**src/rtl/cfg_arb_pkg.sv**
```systemverilog
// cfg_arb_pkg: shared constants, FSM state type and counter helper for the cfg arbiter.
//   OP_READ / OP_WRITE : encoding of the cfg op bit
//   state_e            : arbiter FSM states
//   CNT_W              : width of each per-requester grant counter (stats build only)
//   sat_inc            : saturating increment used by the grant counters
package cfg_arb_pkg;

   localparam logic OP_READ  = 1'b0;
   localparam logic OP_WRITE = 1'b1;
   localparam int   CNT_W    = 16;

   typedef enum logic {ST_IDLE, ST_ISSUE} state_e;

   function automatic logic [CNT_W-1:0] sat_inc(input logic [CNT_W-1:0] v);
      return (v == '1) ? v : v + CNT_W'(1);
   endfunction

endpackage

```
**src/rtl/cfg_arb_rr_pick.sv**
```systemverilog
// cfg_arb_rr_pick: combinational round-robin picker.
//   elig   in  NUM_REQ  eligible requesters
//   rr_ptr in  PTR_W    highest-priority index this round
//   found  out 1        at least one requester is eligible
//   gnt    out PTR_W    first eligible index searching upward from rr_ptr, mod NUM_REQ
module cfg_arb_rr_pick
   import cfg_arb_pkg::*;
#(
   parameter int NUM_REQ = 2,
   localparam int PTR_W  = $clog2(NUM_REQ)
) (
   input  logic [NUM_REQ-1:0] elig,
   input  logic [PTR_W-1:0]   rr_ptr,
   output logic               found,
   output logic [PTR_W-1:0]   gnt
);

   localparam int SW = PTR_W + 1;

   logic [SW-1:0] idx;

   // Walk from the farthest candidate back towards rr_ptr so the closest
   // eligible index is the last (winning) assignment.
   always_comb begin
      found = 1'b0;
      gnt   = '0;
      idx   = '0;
      for (int k = NUM_REQ - 1; k >= 0; k--) begin
         idx = {1'b0, rr_ptr} + SW'(k);
         if (idx >= SW'(NUM_REQ)) idx = idx - SW'(NUM_REQ);
         if (elig[idx[PTR_W-1:0]]) begin
            found = 1'b1;
            gnt   = idx[PTR_W-1:0];
         end
      end
   end

endmodule

```
**src/rtl/cfg_arbiter.sv**
```systemverilog
// cfg_arbiter: shares one en/rdy cfg port between NUM_REQ requesters.
// Each requester has a 1-entry request buffer and a 1-entry read-response buffer;
// buffered requests are issued round-robin, one cfg transaction per ISSUE visit.
// Optional feature macro: CFG_ARB_STATS_EN adds grant_cnt (16-bit saturating
// per-requester count of fired cfg transactions).
// Ports:
//   CLK, RST                    clock, synchronous active-high reset
//   req_address/data_in/op/en   per-requester request (slice i = [i*W +: W])
//   req_rdy                     request buffer i empty
//   rsp_en / rsp_data / rsp_rdy per-requester response dequeue / data / full
//   cfg_address/data_in/op/en   to DUT cfg method; cfg_data_out/cfg_rdy from DUT
//   grant_cnt                   (CFG_ARB_STATS_EN only) NUM_REQ x 16-bit grant counters
module cfg_arbiter
   import cfg_arb_pkg::*;
#(
   parameter int NUM_REQ = 2,
   parameter int ADDR_W  = 8,
   parameter int DATA_W  = 32
) (
   input  logic                      CLK,
   input  logic                      RST,
   input  logic [NUM_REQ*ADDR_W-1:0] req_address,
   input  logic [NUM_REQ*DATA_W-1:0] req_data_in,
   input  logic [NUM_REQ-1:0]        req_op,
   input  logic [NUM_REQ-1:0]        req_en,
   output logic [NUM_REQ-1:0]        req_rdy,
   input  logic [NUM_REQ-1:0]        rsp_en,
   output logic [NUM_REQ*DATA_W-1:0] rsp_data,
   output logic [NUM_REQ-1:0]        rsp_rdy,
   output logic [ADDR_W-1:0]         cfg_address,
   output logic [DATA_W-1:0]         cfg_data_in,
   output logic                      cfg_op,
   output logic                      cfg_en,
   input  logic [DATA_W-1:0]         cfg_data_out,
   input  logic                      cfg_rdy
`ifdef CFG_ARB_STATS_EN
   ,
   output logic [NUM_REQ*CNT_W-1:0]  grant_cnt
`endif
);

   localparam int PTR_W = $clog2(NUM_REQ);

   logic [NUM_REQ-1:0]             req_full, req_op_q, rsp_full, elig;
   logic [NUM_REQ-1:0][ADDR_W-1:0] req_addr_q;
   logic [NUM_REQ-1:0][DATA_W-1:0] req_data_q, rsp_data_q;

   state_e           state, state_nxt;
   logic [PTR_W-1:0] gnt_q, rr_ptr, pick_gnt;
   logic             pick_found, launch;

   assign req_rdy  = ~req_full;
   assign rsp_rdy  = rsp_full;
   assign rsp_data = rsp_data_q;

   // A read may only issue into an empty response slot; a slot being dequeued
   // this very cycle counts as empty.
   always_comb begin
      for (int i = 0; i < NUM_REQ; i++)
         elig[i] = req_full[i] && (req_op_q[i] == OP_WRITE || !rsp_full[i] || rsp_en[i]);
   end

   cfg_arb_rr_pick #(.NUM_REQ(NUM_REQ)) u_pick (
      .elig   (elig),
      .rr_ptr (rr_ptr),
      .found  (pick_found),
      .gnt    (pick_gnt)
   );

   // FSM state register
   always_ff @(posedge CLK) begin
      if (RST) state <= ST_IDLE;
      else     state <= state_nxt;
   end

   // FSM next state / outputs
   always_comb begin
      state_nxt = state;
      cfg_en    = 1'b0;
      launch    = 1'b0;
      case (state)
         ST_IDLE: begin
            if (pick_found) begin
               launch    = 1'b1;
               state_nxt = ST_ISSUE;
            end
         end
         ST_ISSUE: begin
            cfg_en = cfg_rdy;
            if (cfg_rdy) state_nxt = ST_IDLE;
         end
         default: state_nxt = ST_IDLE;
      endcase
   end

   // Grant and cfg output registers; cfg_* hold steady for the whole ISSUE stall.
   always_ff @(posedge CLK) begin
      if (RST) begin
         gnt_q       <= '0;
         rr_ptr      <= '0;
         cfg_address <= '0;
         cfg_data_in <= '0;
         cfg_op      <= 1'b0;
      end else begin
         if (launch) begin
            gnt_q       <= pick_gnt;
            cfg_address <= req_addr_q[pick_gnt];
            cfg_data_in <= req_data_q[pick_gnt];
            cfg_op      <= req_op_q[pick_gnt];
         end
         if (cfg_en)
            rr_ptr <= (gnt_q == PTR_W'(NUM_REQ - 1)) ? '0 : gnt_q + PTR_W'(1);
      end
   end

   // Request and response buffers. A request slot is full while its transaction
   // is pending, so capture and fire never hit the same slot in one cycle; the
   // response slot of the granted requester is empty at fire time for the same reason.
   always_ff @(posedge CLK) begin
      if (RST) begin
         req_full   <= '0;
         req_op_q   <= '0;
         req_addr_q <= '0;
         req_data_q <= '0;
         rsp_full   <= '0;
         rsp_data_q <= '0;
      end else begin
         for (int i = 0; i < NUM_REQ; i++) begin
            if (req_en[i] && !req_full[i]) begin
               req_full[i]   <= 1'b1;
               req_op_q[i]   <= req_op[i];
               req_addr_q[i] <= req_address[i*ADDR_W +: ADDR_W];
               req_data_q[i] <= req_data_in[i*DATA_W +: DATA_W];
            end else if (cfg_en && gnt_q == PTR_W'(i)) begin
               req_full[i] <= 1'b0;
            end

            if (cfg_en && gnt_q == PTR_W'(i) && cfg_op == OP_READ) begin
               rsp_full[i]   <= 1'b1;
               rsp_data_q[i] <= cfg_data_out;
            end else if (rsp_en[i] && rsp_full[i]) begin
               rsp_full[i] <= 1'b0;
            end
         end
      end
   end

`ifdef CFG_ARB_STATS_EN
   logic [CNT_W-1:0] grant_q [NUM_REQ];

   always_ff @(posedge CLK) begin
      if (RST) begin
         for (int i = 0; i < NUM_REQ; i++) grant_q[i] <= '0;
      end else if (cfg_en) begin
         grant_q[gnt_q] <= sat_inc(grant_q[gnt_q]);
      end
   end

   for (genvar g = 0; g < NUM_REQ; g++) begin : g_cnt
      assign grant_cnt[g*CNT_W +: CNT_W] = grant_q[g];
   end
`endif

endmodule
```
**config.mk**
```make
export PLATFORM = sky130hd
export DESIGN_NAME = cfg_arbiter
export DESIGN_NICKNAME = d
export VERILOG_FILES = /design/src/rtl/cfg_arb_pkg.sv /design/src/rtl/cfg_arb_rr_pick.sv /design/src/rtl/cfg_arbiter.sv
export SDC_FILE = /design/constraint.sdc
export NUM_CORES = 1
export LEC_CHECK = 0
export CAP_MARGIN = 30
export CORE_MARGIN = 3
export CORE_UTILIZATION = 46
export CTS_CLUSTER_SIZE = 12
export DETAILED_ROUTE_END_ITERATION = 8
export PLACE_DENSITY = 0.81
export SLEW_MARGIN = 15
export SYNTH_ARGS = -nofsm -noshare
export SYNTH_HDL_FRONTEND = slang
export SYNTH_SLANG_ARGS = --single-unit
```
**constraint.sdc**
```tcl
create_clock -name CLK -period 1.7 [get_ports CLK]
set_input_delay 0.34 -clock CLK [delete_from_list [all_inputs] [get_ports CLK]]
set_output_delay 0.34 -clock CLK [all_outputs]
set_load 0.01 [all_outputs]
```
==> metrics.txt <==
Die W 132.3 um; Slew Limit Headroom 70.98%; 1st-pass router iterations 5; fmax 583.1 MHz; reg2reg path depth 7; setup TNS -40.05 ps; Final #Nets 1,245; synthesized area 7332 um^2; initial antenna violation count 0; PD cells 989.2 nW/um^2; sequential-to-total area share from yosys stat 52.97%; drt via density 5.241; PortBufs 230; fin. max-slew vios 0; final core utilization 71.54%; total clock sinks 194; outcome complete, but fails checks; simple-gate share of the synthesized area 22.63%; mux share of post-synthesis cell area 0.1365%; core area 15,370 um^2; hold path depth 3; HP Start rsp_en[1]; cells after synthesis 905; antenna-violating nets left 0; RePlAce Congestion 0.7959; 1st-iter DRT viols 484; DRC Markers 0; r2r startpoint rsp_rdy[1]$_SDFFE_PP0P_; Post-Synth XOR/XNOR Area 0%; total of max-cap violations 0; Root Buffer Master clkbuf_16; fill count 1,151; layout cell share with drive strength beyond 1 13.29%; final std cells w/o fill 1,347; clock slew at reported path FFs 70 ps; setup ws final -14.90 ps; largest net degree at the start of global routing 43; Ys Warns 0; H-tree depth 4; Setup crit start rsp_en[0]; worst vdd rail ir drop 0.7197 mV; n_diodes 0; Reg power frac 46.5%; Post-Synth Adder-Cell Area 0%; syn_nets 1,026; post-synthesis compound-gate area fraction 19.49%; Distinct cells, synth 28; FP Rows 45; CP endpoint kind flop; CTS Buffer Depth 2; CTS tree done; Crit Path Category in2reg; fin crit share 100.9%; crit start category primary input; Comb pwr share 18.3%; critical path required time 2040 ps; RSZ-0062 raised after global routing yes; internal power consumption 7.997 mW; All-Layer GR Usage 24.62%; Hold Fails Final Rpt 0; Yosys reg bits 194; failing checks negative setup slack; first-pass GRT wire length 35,240 um; Hold-fix buffers, CTS 0; Net Sw Power 2.881 mW; Clock power frac 35.2%; vias in the first global route 7,122; Die Y 132.3 um; r2r setup slk -10 ps; number of clock buffers inserted by TritonCTS 17; WL final 22,320 um; Layout area overhead 49.98%; largest family of logic cells by synthesized area simple AND/OR/NAND/NOR gates; HPWL reported at the end of detailed placement 14,810 um; largest fanout on the critical path 8; Worst-Skew Late Latency 430 ps; WHS Endpoint rsp_rdy[1]$_SDFFE_PP0P_; clk_skew 10.53 ps; Hold Path Class in2reg; switching portion of total power 26.49%; DR vias 7,060; die area 17,490 um^2; Avg Cell Area, Syn 8.102 um^2; IO Count 231; WL/cell 16.57 um; leakage 4.669 nW; crit path DAT 2060 ps; Hold Slack 267.1 ps; min Tclk post-route 1715 ps; Initial Util 47.70%; Slew @ Worst Pin 435.4 ps; # setup viols final 7; dpl cells 1,310; grt ovf 0; Reg-to-Reg End cfg_data_in[29]$_SDFFE_PP0P_
-- Yosys cell counts --
| cell type | number | area share (%) |
|---|---|---|
| o311ai_1 | 1 | 0.12 |
| a32o_1 | 1 | 0.14 |
| buf_6 | 6 | 0.92 |
| dfxtp_1 | 194 | 53 |
| a31oi_1 | 1 | 0.085 |
| nor3b_1 | 1 | 0.10 |
| a221oi_1 | 1 | 0.12 |
| inv_2 | 1 | 0.051 |
| or2_2 | 1 | 0.085 |
| mux2i_1 | 1 | 0.14 |
| buf_1 | 8 | 0.41 |
| o21ai_0 | 3 | 0.20 |
| nand2_1 | 375 | 19 |
| clkbuf_1 | 46 | 2.4 |
| a311oi_2 | 40 | 8.2 |
| or3b_4 | 1 | 0.15 |
| nor2_1 | 44 | 2.3 |
| or3_1 | 1 | 0.085 |
| inv_1 | 3 | 0.15 |
| buf_2 | 13 | 0.89 |
| a311oi_1 | 1 | 0.12 |
| a21oi_1 | 152 | 10 |
| nor3_1 | 2 | 0.14 |
| nand2b_1 | 2 | 0.17 |
| nor2b_1 | 3 | 0.26 |
| o311a_1 | 1 | 0.14 |
| nand3_1 | 1 | 0.068 |
| or3b_1 | 1 | 0.12 |
-- area by class of cell --
cell class	count	area [um^2]	area share, %
clock buffer	24	481.7	4.380
multi-input combinational	634	3267	29.71
tap	211	264.0	2.401
clock inverter	7	76.32	0.6940
sequential	194	3892	35.40
timing repair buffer	273	3000	27.28
inverter	4	15.01	0.1365
-- registers in the layout, indices dropped and copies added (netlist names), 2 cells and up --
signal / cells
req_op_q: 2
rsp_data: 64
req_data_q: 64
req_addr_q: 16
cfg_data_in: 32
rsp_rdy: 2
req_full: 2
cfg_address: 8
-- routing by layer --
metal / vias to the layer above / wire [um] / track usage [%]
met2: 268 / 10620 / 40.68
met1: 3353 / 9099 / 28.82
met3: 33 / 2188 / 10.50
li1: 3406 / - / -
met4: 0 / 416 / 8.487
met5: - / 0 / 0
-- metrics by stage --
| stage | area, um^2 | setup slack [ps] | total power, mW |
|---|---|---|---|
| after floorplan | 7332 | 59.77 | 6.052 |
| after CTS | 10650 | -12.18 | 10.84 |
| after global placement | 10110 | -359.9 | 7.020 |
| final | 11000 | -14.90 | 10.88 |
| after global routing | 11000 | -53.29 | 11.28 |
| after detailed placement | 10110 | -408.6 | 7.076 |
-- power groups by stage --
stage          clock network [mW]  logic (mW)  registers [mW]
2_1_floorplan                   0       0.884            5.17
3_3_place_gp                    0        1.88            5.14
3_5_place_dp                    0        1.93            5.14
4_1_cts                      3.87        1.92            5.05
5_1_grt                      4.05        2.14            5.09
6_report                     3.83        1.99            5.06
-- cell families after synthesis --
family                 after synthesis
and+or+nand+nor                    432
AOI/OAI and AO/OA                  201
DFF                                194
buffers and inverters               77
muxes                                1
-- worst max-delay path, stage by stage --
cell and delay, ps:
clkdlybuf4s50_1 520, nor3b_2 70, buf_4 140, o311ai_4 300, buf_6 200, clkbuf_16 180, nand2_4 50, a311oi_2 250
-- worst max-delay path by stage --
stage / depth (start not counted) / end / slack (ps)
final: 8 / cfg_data_in[29]$_SDFFE_PP0P_ / -10
after global routing: 7 / cfg_data_in[16]$_SDFFE_PP0P_ / -50
after CTS: 6 / cfg_data_in[16]$_SDFFE_PP0P_ / -10
after detailed placement: 6 / cfg_data_in[11]$_SDFFE_PP0P_ / -410
after global placement: 6 / cfg_data_in[11]$_SDFFE_PP0P_ / -360
after floorplan: 6 / cfg_address[7]$_SDFFE_PP0P_ / 60
-- layout by cell type (no fill, tap or decap), types with 3 or more instances in the layout --
master	instances
nand2_1	358
inv_1	3
clkbuf_16	20
nand2_4	11
a311oi_2	40
clkbuf_1	4
buf_12	17
dlygate4sd2_1	11
nand2_2	6
nor2_2	6
nor2_1	38
buf_6	3
a21oi_1	152
dfxtp_1	187
dlymetal6s2s_1	46
clkbuf_8	3
buf_4	21
clkdlybuf4s50_1	172
dfxtp_2	7
-- timing repair --
| action | in CTS | in global routing |
|---|---|---|
| setup endpoints to repair | 12 | 85 |
| buffers inserted | 0 | 3 |
| pin swaps | 0 | 26 |
| endpoints found under the hold margin | 0 | 0 |
| cloned | 0 | 3 |
| gates resized for setup | 14 | 88 |
Note: power is estimated with default switching activity, not from simulation.
